`config.mk`:
```
export PLATFORM = sky130hd
export DESIGN_NAME = sync_fifo_param_flat
export DESIGN_NICKNAME = d
export VERILOG_FILES = /design/src/rtl/sync_fifo_param_if.sv /design/src/rtl/sync_fifo_param.sv /design/src/flat_wrapper.sv
export SDC_FILE = /design/constraint.sdc
export NUM_CORES = 1
export LEC_CHECK = 0
export CAP_MARGIN = 10
export CORE_ASPECT_RATIO = 0.9
export CORE_MARGIN = 2
export CORE_UTILIZATION = 57
export DETAILED_ROUTE_END_ITERATION = 8
export HOLD_SLACK_MARGIN = 0.05
export PLACE_DENSITY = 0.89
export SLEW_MARGIN = 10
export SYNTH_ARGS = -nofsm -noshare
export SYNTH_HDL_FRONTEND = slang
export SYNTH_SLANG_ARGS = --single-unit
export TNS_END_PERCENT = 100
```
`constraint.sdc`:
```
create_clock -name clk -period 2.96 [get_ports clk]
set_clock_uncertainty 0.05 [all_clocks]
set_input_delay 0.592 -clock clk [delete_from_list [all_inputs] [get_ports clk]]
set_output_delay 0.592 -clock clk [all_outputs]
set_load 0.02 [all_outputs]
```
`src/rtl/sync_fifo_param_if.sv`:
```
// sync_fifo_param_if: producer/consumer bus of the parametrised FIFO
interface sync_fifo_param_if #(
    parameter int WIDTH = 8,
    parameter int DEPTH = 8,
    localparam int CW = $clog2(DEPTH + 1)
);
    logic [WIDTH-1:0] wr_data;
    logic [WIDTH-1:0] rd_data;
    logic we;
    logic re;
    logic full;
    logic empty;
    logic almost_full;
    logic almost_empty;
    logic overflow;
    logic underflow;
    logic [CW-1:0] count;
    modport master (
        output wr_data, we, re,
        input rd_data, full, empty, almost_full, almost_empty, count, overflow, underflow
    );
    modport slave (
        input wr_data, we, re,
        output rd_data, full, empty, almost_full, almost_empty, count, overflow, underflow
    );
endinterface

```
`src/rtl/sync_fifo_param.sv`:
```
// sync_fifo_param: single-clock FIFO, any depth, status flags and optional first-word-fall-through
module sync_fifo_param #(
    parameter int WIDTH = 8,
    parameter int DEPTH = 8,
    parameter int AF_LEVEL = DEPTH - 1,
    parameter int AE_LEVEL = 1,
    parameter int FWFT = 0,
    localparam int CW = $clog2(DEPTH + 1)
) (
    input logic clk,
    input logic rst,
    sync_fifo_param_if.slave bus
);
    localparam int PW = $clog2(DEPTH);
    logic [WIDTH-1:0] mem_q [DEPTH];
    logic [PW-1:0] wr_ptr_q, wr_ptr_d, rd_ptr_q, rd_ptr_d;
    logic [CW-1:0] count_q, count_d;
    logic [WIDTH-1:0] rd_data_q, rd_data_d;
    logic overflow_q, overflow_d, underflow_q, underflow_d;
    logic rd_ok, wr_ok;
    // A write into a full FIFO is accepted only when a read frees a slot the same cycle
    always_comb begin
        rd_ok = bus.re && count_q != '0;
        wr_ok = bus.we && (count_q != CW'(DEPTH) || rd_ok);
        wr_ptr_d = !wr_ok ? wr_ptr_q : wr_ptr_q == PW'(DEPTH - 1) ? '0 : wr_ptr_q + 1'b1;
        rd_ptr_d = !rd_ok ? rd_ptr_q : rd_ptr_q == PW'(DEPTH - 1) ? '0 : rd_ptr_q + 1'b1;
        count_d = (wr_ok && !rd_ok) ? count_q + 1'b1 : (rd_ok && !wr_ok) ? count_q - 1'b1 : count_q;
        rd_data_d = rd_ok ? mem_q[rd_ptr_q] : rd_data_q;
        overflow_d = overflow_q || (bus.we && !wr_ok);
        underflow_d = underflow_q || (bus.re && !rd_ok);
    end
    always_ff @(posedge clk) begin
        if (rst) begin
            wr_ptr_q <= '0;
            rd_ptr_q <= '0;
            count_q <= '0;
            rd_data_q <= '0;
            overflow_q <= 1'b0;
            underflow_q <= 1'b0;
        end else begin
            wr_ptr_q <= wr_ptr_d;
            rd_ptr_q <= rd_ptr_d;
            count_q <= count_d;
            rd_data_q <= rd_data_d;
            overflow_q <= overflow_d;
            underflow_q <= underflow_d;
        end
    end
    always_ff @(posedge clk) begin
        if (!rst && wr_ok) mem_q[wr_ptr_q] <= bus.wr_data;
    end
    assign bus.rd_data = (FWFT != 0) ? mem_q[rd_ptr_q] : rd_data_q;
    assign bus.count = count_q;
    assign bus.full = count_q == CW'(DEPTH);
    assign bus.empty = count_q == '0;
    assign bus.almost_full = count_q >= CW'(AF_LEVEL);
    assign bus.almost_empty = count_q <= CW'(AE_LEVEL);
    assign bus.overflow = overflow_q;
    assign bus.underflow = underflow_q;
endmodule

```
`src/flat_wrapper.sv`:
```
// flat-port wrapper written by rule: the top's interface ports become plain ports
module sync_fifo_param_flat 
#(
    parameter int WIDTH = 8,
    parameter int DEPTH = 8,
    parameter int AF_LEVEL = DEPTH - 1,
    parameter int AE_LEVEL = 1,
    parameter int FWFT = 0,
    localparam int CW = $clog2(DEPTH + 1)
)
  (clk, rst, bus_wr_data, bus_we, bus_re, bus_rd_data, bus_full, bus_empty, bus_almost_full, bus_almost_empty, bus_count, bus_overflow, bus_underflow);
  sync_fifo_param_if #(.WIDTH(WIDTH), .DEPTH(DEPTH)) bus_i ();
  input logic clk;
  input logic rst;
  input wire logic [$bits(bus_i.wr_data)-1:0] bus_wr_data;
  input wire logic [$bits(bus_i.we)-1:0] bus_we;
  input wire logic [$bits(bus_i.re)-1:0] bus_re;
  output wire logic [$bits(bus_i.rd_data)-1:0] bus_rd_data;
  output wire logic [$bits(bus_i.full)-1:0] bus_full;
  output wire logic [$bits(bus_i.empty)-1:0] bus_empty;
  output wire logic [$bits(bus_i.almost_full)-1:0] bus_almost_full;
  output wire logic [$bits(bus_i.almost_empty)-1:0] bus_almost_empty;
  output wire logic [$bits(bus_i.count)-1:0] bus_count;
  output wire logic [$bits(bus_i.overflow)-1:0] bus_overflow;
  output wire logic [$bits(bus_i.underflow)-1:0] bus_underflow;
  assign bus_i.wr_data = bus_wr_data;
  assign bus_i.we = bus_we;
  assign bus_i.re = bus_re;
  assign bus_rd_data = bus_i.rd_data;
  assign bus_full = bus_i.full;
  assign bus_empty = bus_i.empty;
  assign bus_almost_full = bus_i.almost_full;
  assign bus_almost_empty = bus_i.almost_empty;
  assign bus_count = bus_i.count;
  assign bus_overflow = bus_i.overflow;
  assign bus_underflow = bus_i.underflow;
  sync_fifo_param #(.WIDTH(WIDTH), .DEPTH(DEPTH), .AF_LEVEL(AF_LEVEL), .AE_LEVEL(AE_LEVEL), .FWFT(FWFT)) u_core (.clk(clk), .rst(rst), .bus(bus_i));
endmodule
```
==> key figures, run 1 <==
Clocking
  – Post-CTS Resized: 0
  – Max clock buf depth: 2
  – Setup Buffers After CTS: 0
  – Clk Latency, worst-skew pair: 0.35 ns
  – CTS tree: built
  – Clk slew on worst S/H paths: 0.08 ns
  – # hold bufs at CTS: 0
  – CTS H-tree depth: 3
  – CTS Root Cell: clkbuf_8
  – Total CTS buffers: 9
  – Clock Sinks: 84

Finish
  – Layout cell share with drive strength beyond 1: 14.7%
  – Final Instance Count excl. Fillers: 342
  – Layout net count: 288
  – Number of antenna diodes: 0
  – Area Growth Syn to Fin: 20.4%

STA
  – Worst-Margin Slew: 0.758 ns
  – Max Slew Vio Count: 0
  – Min cycle time layout: 2.62 ns
  – Endpoints failing hold: 0
  – TNS Setup: 0 ns
  – Max Clock Freq: 381 MHz
  – Slew HR: 49.3%
  – Post-route clock period utilization: 88.6%
  – Endpoints failing setup: 0
  – Setup slack after layout: 0.337 ns
  – Unrepaired setup endpoints after global routing: no

Power
  – Pwr dens: 842 nW/um2
  – Sw Ratio: 29.5%
  – Part of the power in registers: 43.2%
  – Leak: 1.44 nW
  – Gate power share: 28.5%
  – P_int: 2.42 mW
  – Switch Pwr: 1.01 mW
  – Clk network pwr share: 28.3%
  – Peak supply drop: 661 uV

Place
  – IO buf count: 29
  – Pre-CTS setup slack: 0.265 ns
  – GPL Wtd Cong: 0.815
  – Placed insts: 326
  – HPWL after DPL: 4320 um

Synthesis
  – Number of warnings issued by yosys: 0
  – Leading register cell type out of synthesis: edfxtp_1
  – EDFF count, synth: 64
  – Top cells by count, synth: edfxtp_1, mux2i_1, dfxtp_1
  – Yosys reg bits: 84
  – Post-synth ARST share: 0%
  – Syn nets: 244
  – Post-synthesis cell area: 3390 um2
  – Share of the synthesized area in the top cell type: 56.7%
  – Cells after synthesis: 223
  – Count leader, synth: edfxtp_1
  – Post-synthesis sequential area ratio: 68.5%
  – Netlist cell types: 34
  – Synth area leader: edfxtp_1
  – Synth area leaders: edfxtp_1, dfxtp_1, mux2i_1
  – Synth Area per Inst: 15.2 um2

Setup path
  – CP Data Required Time: 2.32 ns
  – Setup crit start kind: register
  – R2r startpoint: u_core.bus.count[0]
  – CP top delay family: buffers and inverters
  – Setup slack, reg-to-reg: 0.36 ns
  – Setup CP Type: reg -> out
  – Worst setup path end: bus_empty
  – CP Data Arrival Time: 1.98 ns
  – CP max stage delay: 0.68 ns
  – CP max stage cell: clkdlybuf4s50_1
  – Levels on crit path: 4
  – Buffers & Inverters on Critical Path: 2
  – Worst-path cell chain: inv_1 -> ha_1 -> nor3b_1 -> clkdlybuf4s50_1
  – Crit path max fanout: 6
  – FF-to-FF path depth: 9
  – FF-to-FF End: u_core.bus.count[3]
  – Origin of the worst setup path: u_core.bus.count[1]
  – Worst setup EP type: output port

Die
  – # IOs: 30
  – Initial Util: 59.2%
  – Area of the core: 5730 um2
  – Die W: 85.3 um
  – Die span in y: 77.2 um
  – Row cnt: 26
  – Die area: 6580 um2

Drt
  – Via/cell ratio: 5.85
  – DRC errors left: 0
  – Pre-antenna DRT Iters: 4
  – ANT nets after route: 0
  – Via count: 2002
  – Routed WL per cell: 18.9 um
  – Drt total wl: 6480 um
  – DR iter-0 viols: 172

Status
  – Outcome: complete, no violations

Global route
  – Grt met3 use: 6.35%
  – GRT overflow: 0
  – Global-route wire length before repair: 10400 um
  – GRT busiest layer: met2
  – Pin count of the biggest net entering global routing: 19
  – Gr usage total: 21.5%
  – Initial antenna violation count: 0
  – Grt met1 use: 26.9%
  – Vias in the first global route: 2063
  – Met2 usage: 34.8%

Hold path
  – Class of the worst hold path: reg -> reg

Job
  – Max_cap viols: 0
## cells by family after synthesis
| group | count (synthesis) | synth area share [%] |
|---|---|---|
| muxes | 36 | 10.6 |
| DFF | 84 | 68.5 |
| adders and majority gates | 9 | 3.32 |
| AOI/OAI and AO/OA | 35 | 8.01 |
| buffers and inverters | 14 | 1.96 |
| xor gates and xnor gates | 3 | 0.775 |
| and+or+nand+nor | 42 | 6.79 |
## worst min path at each step
stage	from	slack (ns)	to	cells after the start
3_3_place_gp	u_core.bus.rd_data[1]	0.40	u_core.bus.rd_data[1]	1
6_report	u_core.bus.rd_data[0]	0.42	u_core.bus.rd_data[0]	1
2_1_floorplan	u_core.rd_ptr_q[1]	0.42	u_core.rd_ptr_q[1]	2
4_1_cts	u_core.bus.rd_data[0]	0.42	u_core.bus.rd_data[0]	1
5_1_grt	u_core.bus.rd_data[1]	0.44	u_core.bus.rd_data[1]	1
3_5_place_dp	u_core.bus.rd_data[3]	0.40	u_core.bus.rd_data[3]	1
## final cells by class
type / count / area (um2)
Clock buffer: 9 / 124
Inverter: 4 / 15.0
Tap cell: 70 / 87.6
Fill cell: 381 / 1650
Clock inverter: 7 / 121
Multi-Input combinational cell: 125 / 1000
Sequential cell: 84 / 2320
Timing Repair Buffer: 43 / 408
## sequential cells by signal (all words and copies together), names as in the netlist
name and count:
u_core.mem_q 64, u_core.bus.overflow 1, u_core.bus.rd_data 8, u_core.wr_ptr_q 3, u_core.bus.count 4, u_core.rd_ptr_q 3, u_core.bus.underflow 1
## layer usage
layer / vias up / wire length, um
met5: - / 0
met4: 0 / 172
met3: 16 / 295
met2: 57 / 3290
met1: 981 / 2720
li1: 948 / -
## worst reg2reg max path: cells and delay by family (launching register included)
family	cells	cell delay (ns)
simple gates	4	1.04
fa+ha+maj	2	0.53
flops	1	0.46
compound gates	1	0.19
xor+xnor	1	0.13
buf+inv	1	0.10
## power groups by stage
stage / combinational (mW) / sequential (mW) / clock (mW)
after floorplan: 0.592 / 1.53 / 0
after global placement: 0.947 / 1.51 / 0
after detailed placement: 0.981 / 1.51 / 0
after CTS: 0.987 / 1.48 / 0.981
after global routing: 1.06 / 1.50 / 1.03
final: 0.980 / 1.48 / 0.971
## per-stage QoR
step                      hold slack (ns)  util (%)  power (mW)  area, um2
after floorplan                     0.421         -        2.12       3390
after global placement              0.400      67.0        2.45       3830
after detailed placement            0.404      67.0        2.49       3830
after CTS                           0.422      71.3        3.45       4080
after global routing                0.440      71.3        3.59       4080
final                               0.417      71.3        3.43       4080
## cell usage in the layout (no fill, tap or decap), types with 2 or more instances in the layout
cell	netlist	layout
a21oi_1	7	7
mux2i_1	36	36
nand2b_1	3	3
nor2_1	18	18
a32o_1	8	8
bufinv_16	0	3
buf_4	0	13
nand2_1	4	4
xor2_1	2	2
nor3_1	2	2
dfxtp_1	20	19
ha_1	9	9
clkdlybuf4s50_1	0	29
or3_1	2	2
inv_1	4	4
clkbuf_8	0	9
inv_6	0	2
a22oi_1	16	16
nor2b_1	3	3
edfxtp_1	64	64
Power figures use the tool's default switching activity.
==> run 2: changes to the inputs <==
--- a/config.mk
+++ b/config.mk
@@ -5,13 +5,15 @@
 export SDC_FILE = /design/constraint.sdc
 export NUM_CORES = 1
 export LEC_CHECK = 0
+export ABC_AREA = 1
 export CAP_MARGIN = 10
 export CORE_ASPECT_RATIO = 0.9
 export CORE_MARGIN = 2
 export CORE_UTILIZATION = 57
+export CTS_CLUSTER_DIAMETER = 40
 export DETAILED_ROUTE_END_ITERATION = 8
 export HOLD_SLACK_MARGIN = 0.05
-export PLACE_DENSITY = 0.89
+export PLACE_DENSITY = 0.88
 export SLEW_MARGIN = 10
 export SYNTH_ARGS = -nofsm -noshare
 export SYNTH_HDL_FRONTEND = slang
==> key figures, run 2 <==
STA
  – Unrepaired setup endpoints after global routing: no
  – Endpoints failing hold: 0 (unchanged)
  – Worst-Margin Slew: 0.768 ns (+0.00957 ns)
  – Slew HR: 48.7% (-0.60 points)
  – Max Clock Freq: 392 MHz (+2.9%)
  – Max Slew Vio Count: 0 (unchanged)
  – Min cycle time layout: 2.55 ns (-0.0728 ns)
  – TNS Setup: 0 ns (unchanged)
  – Post-route clock period utilization: 86.2% (-2.5 points)
  – Endpoints failing setup: 0 (unchanged)

Die
  – Initial Util: 59.5% (+0.34 points)
  – Die span in y: 80.4 um (+4.3%)
  – Die W: 88.9 um (+4.3%)
  – Area of the core: 6220 um2 (+8.6%)
  – Die area: 7150 um2 (+8.7%)
  – # IOs: 30 (unchanged)
  – Row cnt: 27 (+3.8%)

Clocking
  – CTS tree: built
  – Post-CTS Resized: 0 (unchanged)
  – CTS H-tree depth: 3 (unchanged)
  – CTS Root Cell: clkbuf_8
  – Clk slew on worst S/H paths: 0.08 ns (about the same)
  – Setup Buffers After CTS: 0 (unchanged)
  – Clock Sinks: 84 (unchanged)
  – Clk Latency, worst-skew pair: 0.35 ns (about the same)
  – Max clock buf depth: 2 (unchanged)
  – Total CTS buffers: 9 (unchanged)
  – # hold bufs at CTS: 0 (unchanged)

Synthesis
  – Synth area leaders: edfxtp_1, dfxtp_1, nand2_1
  – Cells after synthesis: 375 (+68%)
  – Post-synthesis cell area: 3700 um2 (+9.2%)
  – Synth Area per Inst: 9.87 um2 (-35%)
  – Count leader, synth: nand2_1
  – Synth area leader: edfxtp_1
  – Number of warnings issued by yosys: 0 (unchanged)
  – Netlist cell types: 25 (-26%)
  – Leading register cell type out of synthesis: edfxtp_1
  – Top cells by count, synth: nand2_1, edfxtp_1, inv_1
  – Post-synthesis sequential area ratio: 62.7% (-5.8 points)
  – Syn nets: 396 (+62%)
  – EDFF count, synth: 64 (unchanged)
  – Share of the synthesized area in the top cell type: 51.9% (-4.8 points)
  – Post-synth ARST share: 0% (unchanged)
  – Yosys reg bits: 84 (unchanged)

Power
  – Gate power share: 35.4% (+6.9 points)
  – Peak supply drop: 422 uV (-36%)
  – Leak: 1.81 nW (+26%)
  – Pwr dens: 821 nW/um2 (-2.4%)
  – Part of the power in registers: 42.6% (-0.6 points)
  – Sw Ratio: 35.8% (+6.3 points)
  – Clk network pwr share: 22.0% (-6.3 points)
  – P_int: 2.26 mW (-6.5%)
  – Switch Pwr: 1.26 mW (+24%)
  – Total power: 3.52 mW (+2.6%)

Setup path
  – CP Data Required Time: 2.32 ns (about the same)
  – Buffers & Inverters on Critical Path: 2 (unchanged)
  – CP max stage delay: 0.62 ns (-0.06 ns)
  – CP max stage cell: clkdlybuf4s50_1
  – CP top delay family: buffers and inverters
  – Setup crit start kind: register
  – Worst-path cell chain: inv_1 -> ha_1 -> nand2_1 -> nor2_2 -> clkdlybuf4s50_1
  – Crit path max fanout: 6 (unchanged)
  – Setup CP Type: reg -> out
  – Worst setup EP type: output port
  – CP Data Arrival Time: 1.91 ns (-0.07 ns)

Job
  – Max_cap viols: 0 (unchanged)

Drt
  – Via/cell ratio: 5.15 (-12%)
  – DR iter-0 viols: 179 (+4.1%)
  – Via count: 2611 (+30%)
  – Pre-antenna DRT Iters: 4 (unchanged)
  – Routed WL per cell: 14.6 um (-23%)
  – ANT nets after route: 0 (unchanged)
  – Drt total wl: 7410 um (+14%)
  – DRC errors left: 0 (unchanged)

Finish
  – Fillers: 465 (+22%)
  – Most frequent cells in the layout: nand2_1, edfxtp_1, inv_1
  – Layout net count: 436 (+51%)
  – Utilization after layout: 69.0% (-2.3 points)
  – Area Growth Syn to Fin: 15.9%
  – Commonest non-fill, non-tap cell in the layout: nand2_1
  – Number of antenna diodes: 0 (unchanged)
  – Layout cell share with drive strength beyond 1: 9.05% (-5.7 points)
  – Largest Register: u_core.mem_q
  – Largest register FFs: 64 (unchanged)

Place
  – GPL Wtd Cong: 0.854 (+4.8%)
  – IO buf count: 29 (unchanged)
  – HPWL after DPL: 4890 um (+13%)

Status
  – Outcome: complete, no violations

Global route
  – Pin count of the biggest net entering global routing: 35 (+16)
  – Initial antenna violation count: 0 (unchanged)
  – Vias in the first global route: 2493 (+21%)
  – Global-route wire length before repair: 11700 um (+12%)
  – GRT overflow: 0 (unchanged)
  – Gr usage total: 22.5% (+1.0 points)

Hold path
  – Class of the worst hold path: reg -> reg
[run 2: stage by stage]
stage                     cell area (um2)  instances  setup WS, ns  hold WS (ns)
final                                4290        507         0.410         0.406
after global routing                 4290        507         0.305         0.435
after CTS                            4290        507         0.406         0.408
after detailed placement             4090        491         0.551         0.395
after global placement               4090        491         0.624         0.390
after floorplan                      3700        375         0.783         0.442
[run 2: per-layer routing]
metal / vias up / part of all wire, % / track usage [%]
li1: 1293 / - / -
met1: 1188 / 38 / 27.4
met2: 118 / 51 / 37.0
met3: 12 / 9.1 / 6.27
met4: 0 / 1.4 / 10.7
met5: - / 0 / 0
[run 2: final cells by class]
cell class / count / area (um2) / share of cell area (%)
multi-input cells: 212 / 1020 / 23.8
clock buffers: 13 / 180 / 4.20
well taps: 87 / 109 / 2.54
flip-flops and latches: 84 / 2320 / 54.2
repair buffers: 42 / 388 / 9.05
clock inverters: 3 / 16.3 / 0.379
inverters: 66 / 254 / 5.92
[run 2: path summary, 6_finish.rpt]
| check | cells after the start | end | startpoint | slack, ns |
|---|---|---|---|---|
| max | 5 | bus_full | u_core.bus.count[0] | 0.41 |
| min reg2reg | 2 | u_core.bus.overflow | u_core.bus.overflow | 0.41 |
| min | 2 | u_core.bus.overflow | u_core.bus.overflow | 0.41 |
| max reg2reg | 12 | u_core.bus.count[2] | u_core.bus.count[0] | 0.77 |
[run 2: power by group through the flow]
stage / logic [mW] / registers, mW / clock network (mW)
2_1_floorplan: 0.802 / 1.57 / 0
3_3_place_gp: 1.19 / 1.52 / 0
3_5_place_dp: 1.23 / 1.52 / 0
4_1_cts: 1.24 / 1.50 / 0.794
5_1_grt: 1.37 / 1.51 / 0.838
6_report: 1.25 / 1.50 / 0.777
[run 2: tightest hold or removal path, cell delays in order, from the launching register on]
cell     delay (ns)
dfxtp_1        0.32
inv_1          0.05
a21oi_1        0.05
[run 2: cell families (layout without fill, tap and decap cells)]
family	after synthesis	after routing	synth area share, %
buffers and inverters	79	124	9.74
xor gates and xnor gates	1	1	0.237
adders and majority gates	9	9	3.04
AOI/OAI and AO/OA	33	33	4.73
and+or+nand+nor	169	169	19.5
DFF	84	84	62.7
==> run 3: changes to the inputs <==
--- a/config.mk
+++ b/config.mk
@@ -14,7 +14,7 @@
 export DETAILED_ROUTE_END_ITERATION = 8
 export HOLD_SLACK_MARGIN = 0.05
 export PLACE_DENSITY = 0.88
-export SLEW_MARGIN = 10
+export SLEW_MARGIN = 15
 export SYNTH_ARGS = -nofsm -noshare
 export SYNTH_HDL_FRONTEND = slang
 export SYNTH_SLANG_ARGS = --single-unit
==> results of run 3 <==
Same layout as run 2: the final DEF is identical, and so are final timing and power.
